### config.mk
export PLATFORM = sky130hd
export DESIGN_NAME = control_fsm
export DESIGN_NICKNAME = d
export VERILOG_FILES = /design/src/rtl/control_fsm.sv
export SDC_FILE = /design/constraint.sdc
export NUM_CORES = 1
export LEC_CHECK = 0
export ABC_AREA = 1
export CAP_MARGIN = 40
export CORE_MARGIN = 2
export CORE_UTILIZATION = 38
export CTS_CLUSTER_SIZE = 14
export DETAILED_ROUTE_END_ITERATION = 16
export GPL_TIMING_DRIVEN = 1
export PLACE_DENSITY = 0.92
export SLEW_MARGIN = 20
export SYNTH_ARGS = -nofsm -noshare
export SYNTH_HDL_FRONTEND = slang
export SYNTH_SLANG_ARGS = --single-unit
### constraint.sdc
create_clock -name clk -period 2.2 [get_ports clk]
set_input_delay 0.44 -clock clk [delete_from_list [all_inputs] [get_ports clk]]
set_output_delay 0.44 -clock clk [all_outputs]
set_load 0.05 [all_outputs]
### src/rtl/control_fsm.sv
`default_nettype none
// ============================================================================
//  Module   : control_fsm
//  Purpose  : Multicycle LC-3b control unit. Sequences fetch, decode and
//             execute for ADD/AND/NOT/BR/JMP/LDR/STR, drives datapath load
//             enables, mux selects, ALU op and memory strobes, and waits on
//             mem_resp for every memory access.
//  Options  : CTRL_INSTRET_EN - when defined, instret_count counts retired
//             instructions (wrapping 16-bit). Otherwise it is tied to zero.
//  Revision : 1.0 - initial release
// ============================================================================
module control_fsm (
    input  logic        clk,
    input  logic        rst_n,
    input  logic [3:0]  opcode,
    input  logic        instruction5,
    input  logic        branch_enable,
    input  logic        mem_resp,
    output logic        load_pc,
    output logic        load_ir,
    output logic        load_regfile,
    output logic        load_mar,
    output logic        load_mdr,
    output logic        load_cc,
    output logic        mem_read,
    output logic        mem_write,
    output logic [1:0]  pcmux_sel,
    output logic        marmux_sel,
    output logic        mdrmux_sel,
    output logic        regfilemux_sel,
    output logic        storemux_sel,
    output logic [1:0]  alumux_sel,
    output logic [2:0]  aluop,
    output logic [15:0] instret_count
);

    // Opcode encodings taken from IR[15:12]
    localparam logic [3:0] OP_BR  = 4'b0000;
    localparam logic [3:0] OP_ADD = 4'b0001;
    localparam logic [3:0] OP_AND = 4'b0101;
    localparam logic [3:0] OP_LDR = 4'b0110;
    localparam logic [3:0] OP_STR = 4'b0111;
    localparam logic [3:0] OP_NOT = 4'b1001;
    localparam logic [3:0] OP_JMP = 4'b1100;

    // Select and ALU-op encodings
    localparam logic [1:0] PCMUX_PLUS2  = 2'd0;
    localparam logic [1:0] PCMUX_BRADD  = 2'd1;
    localparam logic [1:0] PCMUX_ALU    = 2'd2;
    localparam logic [1:0] ALUMUX_SR2   = 2'd0;
    localparam logic [1:0] ALUMUX_IMM5  = 2'd1;
    localparam logic [1:0] ALUMUX_OFF6  = 2'd2;
    localparam logic [2:0] ALU_ADD      = 3'd0;
    localparam logic [2:0] ALU_AND      = 3'd1;
    localparam logic [2:0] ALU_NOT      = 3'd2;
    localparam logic [2:0] ALU_PASS     = 3'd3;

    typedef enum logic [3:0] {
        S_FETCH1   = 4'd0,
        S_FETCH2   = 4'd1,
        S_FETCH3   = 4'd2,
        S_DECODE   = 4'd3,
        S_ADD      = 4'd4,
        S_AND      = 4'd5,
        S_NOT      = 4'd6,
        S_BR       = 4'd7,
        S_BR_TAKEN = 4'd8,
        S_JMP      = 4'd9,
        S_LDR1     = 4'd10,
        S_LDR2     = 4'd11,
        S_LDR3     = 4'd12,
        S_STR1     = 4'd13,
        S_STR2     = 4'd14,
        S_STR3     = 4'd15
    } state_t;

    state_t state;
    state_t next_state;

    // State register; reset parks the machine at the start of fetch
    always_ff @(posedge clk or negedge rst_n) begin
        if (!rst_n) begin
            state <= S_FETCH1;
        end else begin
            state <= next_state;
        end
    end

    // Next-state logic; mem_resp only matters in the three memory-wait states
    always_comb begin
        next_state = state;
        case (state)
            S_FETCH1:   next_state = S_FETCH2;
            S_FETCH2:   if (mem_resp) next_state = S_FETCH3;
            S_FETCH3:   next_state = S_DECODE;
            S_DECODE: begin
                case (opcode)
                    OP_ADD:  next_state = S_ADD;
                    OP_AND:  next_state = S_AND;
                    OP_NOT:  next_state = S_NOT;
                    OP_BR:   next_state = S_BR;
                    OP_JMP:  next_state = S_JMP;
                    OP_LDR:  next_state = S_LDR1;
                    OP_STR:  next_state = S_STR1;
                    // Unsupported opcodes retire as a NOP
                    default: next_state = S_FETCH1;
                endcase
            end
            S_ADD:      next_state = S_FETCH1;
            S_AND:      next_state = S_FETCH1;
            S_NOT:      next_state = S_FETCH1;
            S_BR:       next_state = branch_enable ? S_BR_TAKEN : S_FETCH1;
            S_BR_TAKEN: next_state = S_FETCH1;
            S_JMP:      next_state = S_FETCH1;
            S_LDR1:     next_state = S_LDR2;
            S_LDR2:     if (mem_resp) next_state = S_LDR3;
            S_LDR3:     next_state = S_FETCH1;
            S_STR1:     next_state = S_STR2;
            S_STR2:     next_state = S_STR3;
            S_STR3:     if (mem_resp) next_state = S_FETCH1;
            default:    next_state = S_FETCH1;
        endcase
    end

    // Moore output decode; everything is held at zero while reset is asserted
    // so strobes drop immediately even in the middle of a memory wait
    always_comb begin
        load_pc        = 1'b0;
        load_ir        = 1'b0;
        load_regfile   = 1'b0;
        load_mar       = 1'b0;
        load_mdr       = 1'b0;
        load_cc        = 1'b0;
        mem_read       = 1'b0;
        mem_write      = 1'b0;
        pcmux_sel      = PCMUX_PLUS2;
        marmux_sel     = 1'b0;
        mdrmux_sel     = 1'b0;
        regfilemux_sel = 1'b0;
        storemux_sel   = 1'b0;
        alumux_sel     = ALUMUX_SR2;
        aluop          = ALU_ADD;
        if (rst_n) begin
            case (state)
                S_FETCH1: begin
                    load_mar   = 1'b1;
                    marmux_sel = 1'b1;
                    load_pc    = 1'b1;
                    pcmux_sel  = PCMUX_PLUS2;
                end
                S_FETCH2: begin
                    mem_read   = 1'b1;
                    mdrmux_sel = 1'b1;
                    load_mdr   = 1'b1;
                end
                S_FETCH3: begin
                    load_ir = 1'b1;
                end
                S_ADD: begin
                    load_regfile   = 1'b1;
                    load_cc        = 1'b1;
                    regfilemux_sel = 1'b0;
                    aluop          = ALU_ADD;
                    alumux_sel     = instruction5 ? ALUMUX_IMM5 : ALUMUX_SR2;
                end
                S_AND: begin
                    load_regfile   = 1'b1;
                    load_cc        = 1'b1;
                    regfilemux_sel = 1'b0;
                    aluop          = ALU_AND;
                    alumux_sel     = instruction5 ? ALUMUX_IMM5 : ALUMUX_SR2;
                end
                S_NOT: begin
                    load_regfile = 1'b1;
                    load_cc      = 1'b1;
                    aluop        = ALU_NOT;
                end
                S_BR_TAKEN: begin
                    load_pc   = 1'b1;
                    pcmux_sel = PCMUX_BRADD;
                end
                S_JMP: begin
                    load_pc   = 1'b1;
                    pcmux_sel = PCMUX_ALU;
                    aluop     = ALU_PASS;
                end
                S_LDR1, S_STR1: begin
                    // Effective address = base + (SEXT(offset6) << 1)
                    load_mar   = 1'b1;
                    marmux_sel = 1'b0;
                    alumux_sel = ALUMUX_OFF6;
                    aluop      = ALU_ADD;
                end
                S_LDR2: begin
                    mem_read   = 1'b1;
                    mdrmux_sel = 1'b1;
                    load_mdr   = 1'b1;
                end
                S_LDR3: begin
                    load_regfile   = 1'b1;
                    regfilemux_sel = 1'b1;
                    load_cc        = 1'b1;
                end
                S_STR2: begin
                    // Route the source register (held in the dest field) to MDR
                    storemux_sel = 1'b1;
                    aluop        = ALU_PASS;
                    mdrmux_sel   = 1'b0;
                    load_mdr     = 1'b1;
                end
                S_STR3: begin
                    storemux_sel = 1'b1;
                    mem_write    = 1'b1;
                end
                default: begin
                    // DECODE and BR assert nothing
                end
            endcase
        end
    end

`ifdef CTRL_INSTRET_EN
    logic        retire;
    logic [15:0] instret_q;

    // An instruction retires whenever execution (not fetch) hands back to FETCH1
    assign retire = (next_state == S_FETCH1) &&
                    (state != S_FETCH1) &&
                    (state != S_FETCH2) &&
                    (state != S_FETCH3);

    // Retired-instruction counter, free-running with natural 16-bit wrap
    always_ff @(posedge clk or negedge rst_n) begin
        if (!rst_n) begin
            instret_q <= 16'h0000;
        end else if (retire) begin
            instret_q <= instret_q + 16'd1;
        end
    end

    assign instret_count = instret_q;
`else
    assign instret_count = 16'h0000;
`endif

endmodule
`default_nettype wire

==> run metrics, run 1 <==
status finished clean; total track usage 0.192; I/O Buffers 26; Regs by FF count state: 4 flops; RePlAce Congestion 0.835; FP Rows 15; initial antenna violation count 0; Worst Setup Path Type input pin to primary output; CTS Buf Count 3; diode count 0; unrepaired setup endpoints after global routing no; post-synthesis sequential area ratio 0.143; worst-skew pair later-pin latency 240 ps; Total Wirelength 1960 um; vias 864; largest net degree at the start of global routing 8; wire per inst 10.7 um; max reg flops 4; CP Capture Type primary output; via count of the first global-routing pass 774; Required @ worst endpoint 1760 ps; fill cell count 141; Area Growth Syn to Fin 63.5%; Final Max Tran Viols 0; final worst slack 82.0 ps; drt pass-1 iters 4; Worst Setup Start Kind input pin; final instance area 1140 sq um; Max Root-Sink Buffers 2; # setup viols final 0; H-tree Lvls 1; first-pass GRT wire length 3080 um; Post-DP Area 1120 sq um; Final Hold Vio Count 0; Starting Density 0.405; post-DR vias/cell 4.72; Setup TNS 0 ps; CP Data Arrival Time 1680 ps; Leak 0.582 nW; crit share post-route 0.963; post-route minimum period 2120 ps; number of max-cap violations 0; #FFs+latches synth 4; commonest non-fill, non-tap cell in the layout nand2_1; Power, Total 1.28 mW; clock-pin slew on the worst setup and hold paths 40 ps; Non-Filler Instances 183; # DRC 0; Routed Antenna Nets 0; core area 1730 sq um; Clock Skews 0.0852 ps; Die Span X 46.9 um; Synth Warn # 0; placed cell count 180; Netlist cell types 18; crit-path max FO 7; share of cells above drive strength 1 0.241; min-delay worst type input pin to asynchronous set/reset pin; Worst VDD drop 0.565 mV; Peak Freq 0.472 GHz; IO Pins 44; Root Buffer clkbuf_4; DP Wirelength 1680 um; Post-CTS Hold Fix Bufs 0; Net count, final 169; GRT overflow 0; initial detailed-routing violation count 33; hold slack final 521 ps; fin util 0.662; Most flops, register state; Post-Synthesis Cell Area 699 sq um; Die H 46.9 um; die area 2200 sq um; CTS tree yes; pre-CTS setup slack 93.2 ps; PD cells 1120 nW/um^2; clk sink count 4; syn_area_per_cell 5.38 sq um; most frequent cells in the layout 37 x nand2_1, 20 x nor2_1, 18 x buf_12, 17 x conb_1, 15 x inv_1; Post-Synthesis Cells 130
power by group:
part	internal, mW	switching (mW)	total, mW
clock network	0.0612	0.0321	0.0933
logic	0.374	0.636	1.01
registers	0.108	0.0671	0.175
total	0.543	0.735	1.28
timing repair:
item / CTS / global route
setup buffers: 0 / 0
gates resized for setup: 0 / 1
setup endpoints to repair: 0 / 1
per-layer routing:
metal,GRT usage,routed length (um),vias up
li1,-,-,423
met1,0.216,725,382
met2,0.364,1040,51
met3,0.0231,143,8
met4,0.0722,46,0
met5,0,0,-
path summary, 6_finish.rpt:
path                                      start                   end  slack [ps]  cells past startpoint
hold / removal                            rst_n  state[3]$_DFFE_PN0P_         520                      2
hold reg to reg            state[2]$_DFFE_PN0P_  state[2]$_DFFE_PN0P_         600                      2
min in group clk           state[2]$_DFFE_PN0P_  state[2]$_DFFE_PN0P_         600                      2
setup reg to reg           state[3]$_DFFE_PN0P_  state[3]$_DFFE_PN0P_         830                      8
setup / recovery                          rst_n         alumux_sel[0]          80                      5
max in group asynchronous                 rst_n  state[2]$_DFFE_PN0P_        1560                      2
Yosys cell counts:
cell type,number,area (sq um)
a21oi_1,6,30.0
a21o_1,1,7.51
nor2_1,20,75.1
nand2_1,37,139
a31oi_1,1,6.26
clkbuf_1,1,3.75
nand2_2,3,18.8
inv_2,4,15.0
nor2_4,1,11.3
o21ai_0,2,10.0
nand4_1,2,12.5
nor3_1,4,20.0
conb_1,1,3.75
dfrtp_1,4,100
nor2_2,2,12.5
buf_4,19,143
inv_1,15,56.3
nand3_1,7,35.0
critical path, cell delays in order:
cell and delay, ps:
clkdlybuf4s50_1 490, buf_4 160, nand2_1 60, nor3_1 330
buf_12 190
logic make-up after synthesis:
kind of cell           count (synthesis)  synth area share
flip-flops                             4             0.143
buffers and inverters                 39             0.311
AND/OR/NAND/NOR                       76             0.463
AO/OA/AOI/OAI                         10            0.0769
other                                  1           0.00536
layout make-up:
class,instances,area (sq um),area share
timing repair buffer,29,463,0.405
multi-input combinational,103,454,0.397
sequential,4,101,0.0886
clock buffer,3,22.5,0.0197
inverter,19,71.3,0.0624
tap,25,31.3,0.0274
(Power assumes the default switching activity.)
==> run 2: changes to the inputs <==
Settings changed: SKIP_CTS_REPAIR_TIMING set to 1.
==> results of run 2 <==
Final layout, timing and power as in run 1 (identical DEF).
==> run 3: changes to the inputs <==
Settings changed: TNS_END_PERCENT set to 5.
==> run metrics, run 3 (same netlist as run 1, synthesis figures left out) <==
Starting Density 0.405 (unchanged); Die H 46.9 um (unchanged); crit-path max FO 13 (+6); diode count 0 (unchanged); clk sink count 4 (unchanged); CTS Buf Count 3 (unchanged); Most flops, register state; Root Buffer clkbuf_4; Max stage delay on crit path 490 ps (about the same); die area 2200 sq um (unchanged); post-route minimum period 2150 ps (+31.6 ps); crit path cell chain clkdlybuf4s50_1, inv_1, nor3_1, buf_12; Die Span X 46.9 um (unchanged); first-pass GRT wire length 2900 um (-5.8%); Peak Freq 0.465 GHz (-1.5%); Final Max Tran Viols 0 (unchanged); CTS tree yes; CP Data Arrival Time 1710 ps (+30 ps); PD cells 1120 nW/um^2 (+0.50%); Regs by FF count state: 4 flops; via count of the first global-routing pass 726 (-6.2%); vias 819 (-5.2%); H-tree Lvls 1 (unchanged); worst-skew pair later-pin latency 230 ps (about the same); Worst VDD drop 0.753 mV (+33%); IO Pins 44 (unchanged); I/O Buffers 26 (unchanged); hold slack final 534 ps (+13.1 ps); total track usage 0.180 (-0.0118); Setup TNS 0 ps (unchanged); Final Hold Vio Count 0 (unchanged); # setup viols final 0 (unchanged); FP Rows 15 (unchanged); largest net degree at the start of global routing 14 (+6); Clock Skews 5.19 ps (+5.10 ps); Reg area 100 sq um (-1.2%); status finished clean; wire per inst 10.0 um (-6.3%); Net count, final 168 (-0.59%); initial antenna violation count 0 (unchanged); Worst Setup Path Type input pin to primary output; crit share post-route 0.977 (+0.0144); number of max-cap violations 0 (unchanged); Leak 0.578 nW (-0.65%); commonest non-fill, non-tap cell in the layout nand2_1; Total Wirelength 1820 um (-6.9%); most frequent cells in the layout 37 x nand2_1, 20 x nor2_1, 18 x buf_12, 17 x conb_1, 15 x inv_1; Worst Setup Start Kind input pin; CP Capture Type primary output; GRT overflow 0 (unchanged); fill cell count 158 (+12%); DP Wirelength 1570 um (-6.6%); unrepaired setup endpoints after global routing yes; Max stage delay cell, worst path clkdlybuf4s50_1; core area 1730 sq um (unchanged); Required @ worst endpoint 1760 ps (about the same); Max Root-Sink Buffers 2 (unchanged); fin util 0.652 (-0.0101); clock-pin slew on the worst setup and hold paths 40 ps (about the same); Area Growth Syn to Fin 61.0%; Routed Antenna Nets 0 (unchanged); min-delay worst type input pin to asynchronous set/reset pin; post-DR vias/cell 4.50 (-4.7%); max reg flops 4 (unchanged); # DRC 0 (unchanged); share of cells above drive strength 1 0.217 (-0.0239); initial detailed-routing violation count 33 (unchanged); drt pass-1 iters 4 (unchanged); footprint of the multi-input gates 445 sq um (-1.9%); RePlAce Congestion 0.906 (+8.4%)
run 3: cell types whose count changed in the layout (fill, tap and decap cells not counted), sizes merged:
cell / change
buf: -1
run 3: routing by layer:
metal	vias up	GRT usage	routed length [um]
met5	-	0	0
met4	0	0.0611	29
met3	4	0.0154	108
met2	40	0.359	1030
met1	356	0.195	657
li1	419	-	-
run 3: final cells by class:
cell class	instances	share of cell area
Clock buffer	3	0.0200
Inverter	19	0.0633
Multi-Input combinational cell	103	0.396
Sequential cell	4	0.0889
Tap cell	25	0.0278
Timing Repair Buffer	28	0.404
run 3: path summary, 6_finish.rpt:
kind,from,end,slack (ps),depth (start not counted)
worst max-delay path,rst_n,mem_write,50,4
worst min-delay path,rst_n,state[1]$_DFFE_PN0P_,530,2
worst max register to register,state[2]$_DFFE_PN0P_,state[3]$_DFFE_PN0P_,860,8
worst min register to register,state[3]$_DFFE_PN0P_,state[3]$_DFFE_PN0P_,640,2
max in group asynchronous,rst_n,state[0]$_DFFE_PN0P_,1540,2
min in group clk,state[3]$_DFFE_PN0P_,state[3]$_DFFE_PN0P_,640,2
run 3: where the power goes:
part	total (mW)	switching (mW)	internal, mW
combinational	1.01	0.627	0.379
clock	0.0885	0.0276	0.0608
sequential	0.170	0.0634	0.107
total	1.26	0.718	0.547
run 3: worst max-delay path: cells and delay by family:
kind | cells | cell delay [ps]
simple gates | 1 | 400
buf+inv | 3 | 880
run 3: per-stage QoR:
| step | instances | power [mW] | area (sq um) | setup slack, ps |
|---|---|---|---|---|
| after global placement | 179 | 1.14 | 1100 | 134 |
| after global routing | 182 | 1.34 | 1130 | -6.89 |
| after CTS | 182 | 1.27 | 1130 | 63.3 |
| final | 182 | 1.26 | 1130 | 50.4 |
| after floorplan | 146 | 0.796 | 763 | -152 |
| after detailed placement | 179 | 1.17 | 1100 | 72.2 |
